### config.mk
export PLATFORM = sky130hd
export DESIGN_NAME = spi_master_tx
export DESIGN_NICKNAME = d
export VERILOG_FILES = /design/src/rtl/spi_pkg.sv /design/src/rtl/spi_sclk_div.sv /design/src/rtl/spi_master_tx.sv
export SDC_FILE = /design/constraint.sdc
export NUM_CORES = 1
export LEC_CHECK = 0
export ABC_AREA = 1
export CAP_MARGIN = 5
export CORE_MARGIN = 5
export CORE_UTILIZATION = 53
export DETAILED_ROUTE_END_ITERATION = 8
export PLACE_DENSITY_LB_ADDON = 0.25
export SLEW_MARGIN = 20
export SYNTH_ARGS = -nofsm -noshare
export SYNTH_HDL_FRONTEND = slang
export SYNTH_SLANG_ARGS = --single-unit
### constraint.sdc
create_clock -name clk -period 1.7 [get_ports clk]
set_input_delay 0.34 -clock clk [delete_from_list [all_inputs] [get_ports clk]]
set_output_delay 0.34 -clock clk [all_outputs]
set_load 0.05 [all_outputs]
### src/rtl/spi_pkg.sv
// Shared types and defaults for the SPI mode-0 master transmitter.
// Shared by spi_sclk_div and spi_master_tx.
package spi_pkg;

    typedef enum logic [1:0] {IDLE, SETUP, SHIFT, HOLD} spi_state_t;

    localparam int SPI_DATA_W   = 8;
    localparam int SPI_CLK_DIV  = 4;
    localparam int SPI_CS_SETUP = 2;
    localparam int SPI_CS_HOLD  = 2;

    // Counter width able to hold 0..n-1, never narrower than one bit.
    function automatic int cnt_width(input int n);
        return (n <= 1) ? 1 : $clog2(n);
    endfunction

endpackage

### src/rtl/spi_sclk_div.sv
// Half-period counter that generates sclk plus one-clk rise/fall strobes.
// Held cleared (sclk low) by s_rst or while enable is low.
module spi_sclk_div
    import spi_pkg::*;
#(
    parameter int CLK_DIV = SPI_CLK_DIV
) (
    input  logic clk,
    input  logic s_rst,
    input  logic enable,
    output logic sclk,
    output logic rise_tick,
    output logic fall_tick
);

    localparam int CW = cnt_width(CLK_DIV);
    localparam logic [CW-1:0] HALF_LAST = CW'(CLK_DIV - 1);

    logic [CW-1:0] hp_cnt;
    logic          phase;
    logic          half_end;

    assign half_end  = (hp_cnt == HALF_LAST);
    assign rise_tick = enable && !phase && half_end;
    assign fall_tick = enable &&  phase && half_end;
    assign sclk      = phase;

    // The strobes fire on the last clk of a half period, so sclk toggles right after them.
    always_ff @(posedge clk) begin
        if (s_rst || !enable) begin
            hp_cnt <= '0;
            phase  <= 1'b0;
        end else if (half_end) begin
            hp_cnt <= '0;
            phase  <= ~phase;
        end else begin
            hp_cnt <= hp_cnt + 1'b1;
        end
    end

endmodule

### src/rtl/spi_master_tx.sv
// SPI mode-0 master transmitter: shifts a latched word out MSB first with cs_n framing.
// Define SPI_MISO_CAPTURE_EN to add the miso input and the rx_data receive word.
module spi_master_tx
    import spi_pkg::*;
#(
    parameter int DATA_W   = SPI_DATA_W,
    parameter int CLK_DIV  = SPI_CLK_DIV,
    parameter int CS_SETUP = SPI_CS_SETUP,
    parameter int CS_HOLD  = SPI_CS_HOLD
) (
    input  logic              clk,
    input  logic              s_rst,
    input  logic              start_send,
    input  logic [DATA_W-1:0] tx_data,
`ifdef SPI_MISO_CAPTURE_EN
    input  logic              miso,
    output logic [DATA_W-1:0] rx_data,
`endif
    output logic              sclk,
    output logic              mosi,
    output logic              cs_n,
    output logic              busy,
    output logic              done
);

    localparam int BW     = cnt_width(DATA_W + 1);
    localparam int DLY_MAX = (CS_SETUP > CS_HOLD) ? CS_SETUP : CS_HOLD;
    localparam int DW     = cnt_width(DLY_MAX);
    localparam logic [BW-1:0] BIT_LAST   = BW'(DATA_W - 1);
    localparam logic [DW-1:0] SETUP_LAST = DW'(CS_SETUP - 1);
    localparam logic [DW-1:0] HOLD_LAST  = DW'(CS_HOLD - 1);

    spi_state_t        state, state_next;
    logic [DATA_W-1:0] shreg, shreg_next, shifted;
    logic [BW-1:0]     bit_cnt, bit_cnt_next;
    logic [DW-1:0]     dly_cnt, dly_cnt_next;
    logic              mosi_next, cs_n_next, busy_next, done_next;
    logic              rise_tick, fall_tick;
`ifdef SPI_MISO_CAPTURE_EN
    logic [DATA_W-1:0] rx_shreg, rx_shreg_next, rx_data_next;
`endif

    assign shifted = shreg << 1;

    spi_sclk_div #(
        .CLK_DIV (CLK_DIV)
    ) u_sclk_div (
        .clk       (clk),
        .s_rst     (s_rst),
        .enable    (state == SHIFT),
        .sclk      (sclk),
        .rise_tick (rise_tick),
        .fall_tick (fall_tick)
    );

    // Every pin is computed one cycle ahead and registered, so outputs track the next state.
    always_comb begin
        state_next   = state;
        shreg_next   = shreg;
        bit_cnt_next = bit_cnt;
        dly_cnt_next = dly_cnt;
        mosi_next    = mosi;
        cs_n_next    = cs_n;
        done_next    = 1'b0;
        busy_next    = 1'b0;
        case (state)
            IDLE: begin
                mosi_next = 1'b0;
                cs_n_next = 1'b1;
                if (start_send) begin
                    state_next   = SETUP;
                    shreg_next   = tx_data;
                    mosi_next    = tx_data[DATA_W-1];
                    cs_n_next    = 1'b0;
                    dly_cnt_next = '0;
                end
            end
            SETUP: begin
                if (dly_cnt == SETUP_LAST) begin
                    state_next   = SHIFT;
                    bit_cnt_next = '0;
                end else begin
                    dly_cnt_next = dly_cnt + 1'b1;
                end
            end
            SHIFT: begin
                if (fall_tick) begin
                    if (bit_cnt == BIT_LAST) begin
                        state_next   = HOLD;
                        dly_cnt_next = '0;
                    end else begin
                        bit_cnt_next = bit_cnt + 1'b1;
                        shreg_next   = shifted;
                        mosi_next    = shifted[DATA_W-1];
                    end
                end
            end
            HOLD: begin
                if (dly_cnt == HOLD_LAST) begin
                    state_next = IDLE;
                    cs_n_next  = 1'b1;
                    mosi_next  = 1'b0;
                    done_next  = 1'b1;
                end else begin
                    dly_cnt_next = dly_cnt + 1'b1;
                end
            end
            default: state_next = IDLE;
        endcase
        busy_next = (state_next != IDLE);
`ifdef SPI_MISO_CAPTURE_EN
        rx_shreg_next = rx_shreg;
        rx_data_next  = rx_data;
        if (fall_tick) rx_shreg_next = DATA_W'({rx_shreg, miso});
        if (done_next) rx_data_next = rx_shreg;
`endif
    end

    always_ff @(posedge clk) begin
        if (s_rst) begin
            state   <= IDLE;
            shreg   <= '0;
            bit_cnt <= '0;
            dly_cnt <= '0;
            mosi    <= 1'b0;
            cs_n    <= 1'b1;
            busy    <= 1'b0;
            done    <= 1'b0;
`ifdef SPI_MISO_CAPTURE_EN
            rx_shreg <= '0;
            rx_data  <= '0;
`endif
        end else begin
            state   <= state_next;
            shreg   <= shreg_next;
            bit_cnt <= bit_cnt_next;
            dly_cnt <= dly_cnt_next;
            mosi    <= mosi_next;
            cs_n    <= cs_n_next;
            busy    <= busy_next;
            done    <= done_next;
`ifdef SPI_MISO_CAPTURE_EN
            rx_shreg <= rx_shreg_next;
            rx_data  <= rx_data_next;
`endif
        end
    end

endmodule

==> run summary <==
DRT iter0 DRCs - 17
Syn nets - 185
Compound-Gate Fraction of Synth Area - 8.206%
Longest Clk Path Bufs - 2
Slowest CP cell - dfxtp_1
Die X - 56.45 um
Hold EP - u_sclk_div.hp_cnt[0]
CORE AREA - 2002 um2
Syn. warnings - 0
Comb power frac - 26.5%
First-pass GRT wire length - 4464 um
Setup Buffers After CTS - 0
Initial Utilization - 57.13%
Setup Skew - 0.01102 ns
Cell Area, Placed - 1336 um2
DP Wirelength - 1879 um
Switching Fraction - 32.65%
Fin nets - 207
Arr. time, crit path - 1.71 ns
PortBufs - 15
Worst slew margin relative to its limit - 83.35%
Count leader, synth - nand2_1
CP cell instances - inv_1 -> ha_1 -> nand2_1 -> nand2_4 -> nor2_8 -> nand2_4 -> nand2_1 -> a21oi_1
Post-synth ARST share - 0%
Max stage delay on crit path - 0.41 ns
Leakage power - 0.6612 nW
Max-slew violation count - 0
Largest family of logic cells by synthesized area - simple AND/OR/NAND/NOR gates
R2R depth - 8
Clk Latency, worst-skew pair - 0.31 ns
ANT nets after route - 0
Final WL - 2452 um
Gr usage total - 16.86%
WL per Instance - 11.40 um
CTS sink cnt - 21
Vias post-DR - 1,115
Depth of the worst hold-timing path - 1
Adder-cell area share of the yosys netlist - 7.659%
CTS H-tree depth - 1
Sw Pwr - 0.0003543 W
Pin count of the biggest net entering global routing - 13
Hold path startpoint - u_sclk_div.hp_cnt[0]
Final period util - 88.82%
Post-synth EDFFs - 0
Worst vdd ir - 0.0005611 V
R2R setup slack - 0.19 ns
GP Congestion - 0.9221
PD cells - 787.5 nW/um2
CTS Buf Count - 3
Worst Setup Slack, final - 0.1900 ns
Mean post-synth cell area - 6.848 um2
Pre-antenna DRT Iters - 4
Vias in the first global route - 1,091
Max-cap violations - 0
TNS Setup - 0 ns
Critical R2R Launch - state[0]
Buf+Inv Stages, Crit Path - 1
Outcome - finished, final reports clean
CTS tree - yes
Ys flop type - dfxtp_1
Ant diodes - 0
Flop and latch count out of synthesis - 21
Stages on the worst setup path - 8
Final Total Pwr - 0.001085 W
DRC - 0
Reg2reg end - shreg[6]
Yosys top cell by area - dfxtp_1
Mapped Cells - 167
Xor and xnor area share after synthesis - 0%
Flop pwr share - 51.3%
Die Footprint - 3187 um2
Cell Area, Synth - 1144 um2
Cell row count - 16
Fill count - 178
Setup-failing EPs final - 0
DP Worst Slack - 0.08265 ns
Worst Path Required - 1.90 ns
Area Growth Syn to Fin - 20.46%
Fmax - 0.6623 GHz
Setup Crit Path Kind - reg2reg
Synth top area share - 36.76%
Share of post-route cells with drive strength above 1 - 12.77%
Worst Max-Slew Pin Slew - 0.2471 ns
Final hold viol count - 0
I/O pin count - 16
Delay-heaviest family, CP - simple AND/OR/NAND/NOR gates
Startpoint types - flip-flop
Initial antenna violation count - 0
Root Driver - clkbuf_4
Fin crit period - 1.510 ns
Via-to-Cell Ratio - 5.186
Internal power - 0.0007306 W
Die height - 56.45 um
Register area share after synthesis - 36.76%
Reg clk slew, reported paths - 0.12 ns
Grt total ovfl - 0
RSZ-0062 raised after global routing - no
CP Capture Type - flip-flop
CP max FO - 8
Top post-synthesis cells by area - dfxtp_1 37%, nand2_1 21%, ha_1 7.7%
Multiplexer share of the synthesized area - 0%
Clock power frac - 22.2%
Synth cell types - 23
Most frequent cells after synthesis - 63 x nand2_1, 21 x dfxtp_1, 16 x inv_1
Final instance area - 1378 um2
Hold/Removal Path Class - reg2reg
Synth Area in Simple Gates - 39.72%
cell usage in the layout (no fill, tap or decap), drive strengths merged:
| cell type | n |
|---|---|
| o211ai | 1 |
| inv | 17 |
| nor3 | 1 |
| clkinv | 1 |
| a21oi | 11 |
| dfxtp | 21 |
| nor3b | 1 |
| nor2 | 14 |
| nand3 | 15 |
| o21ai | 4 |
| ha | 7 |
| nand4 | 4 |
| nand2 | 66 |
| clkbuf | 3 |
| a21boi | 1 |
| clkdlybuf4s50 | 10 |
| buf | 11 |
worst max-delay path by stage:
stage | from | endpoint | slack, ns
after floorplan | state[0] | busy | 0.23
after global routing | state[0] | shreg[6] | 0.0007
final | state[0] | shreg[6] | 0.19
after detailed placement | state[1] | shreg[6] | 0.08
after global placement | state[1] | shreg[5] | 0.12
after CTS | state[1] | shreg[6] | 0.03
worst register-to-register path, cell delays in order (launching register included):
cell and delay [ns]:
dfxtp_1 0.41, inv_1 0.12, ha_1 0.27, nand2_1 0.15, nand2_4 0.09, nor2_8 0.15, nand2_4 0.10, nand2_1 0.07
a21oi_1 0.06
power groups by stage:
stage | clock [W] | sequential (W) | combinational [W]
2_1_floorplan | 0 | 0.000599 | 0.000165
3_3_place_gp | 0 | 0.000566 | 0.000277
3_5_place_dp | 0 | 0.000566 | 0.000284
4_1_cts | 0.000247 | 0.000555 | 0.000286
5_1_grt | 0.000268 | 0.000563 | 0.000320
6_report | 0.000241 | 0.000556 | 0.000288
logic make-up (layout without fill, tap and decap cells):
group           after synthesis  count (layout)
simple gates                101             101
flops                        21              21
buf+inv                      21              42
compound gates               17              17
fa+ha+maj                     7               7
registers in the layout, indices dropped and copies added (netlist names):
register	cells
u_sclk_div.sclk	1
mosi	1
shreg	7
bit_cnt	4
u_sclk_div.hp_cnt	2
busy	1
state	2
cs_n	1
done	1
dly_cnt	1
metrics by stage:
stage / hold slack [ns] / instances / utilization (%)
after floorplan: 0.4022 / 167 / -
after global placement: 0.4104 / 211 / 66.75
after detailed placement: 0.4218 / 211 / 66.75
after CTS: 0.4398 / 215 / 68.13
after global routing: 0.4653 / 215 / 68.81
final: 0.4345 / 215 / 68.81
per-layer routing:
metal	GRT usage [%]	vias up	routed length [um]	share of wire, %
met2	29.70	19	1194	49
met5	0	-	0	0
met3	3.211	6	87	3.5
li1	-	576	-	-
met1	19.86	514	1128	46
met4	6.441	0	42	1.7
layout make-up:
| type | count | area [um2] | area share [%] |
|---|---|---|---|
| tap | 27 | 33.78 | 2.452 |
| sequential | 21 | 421.7 | 30.61 |
| inverter | 17 | 63.81 | 4.632 |
| timing repair buffer | 21 | 182.7 | 13.26 |
| multi-input combinational | 125 | 648.1 | 47.05 |
| clock buffer | 3 | 22.52 | 1.635 |
| clock inverter | 1 | 5.005 | 0.3633 |
what timing repair did:
item	CTS	global route
endpoints found under the setup margin	0	14
resized for setup	0	3
hold buffers	0	0
Note: power is estimated with default switching activity, not from simulation.
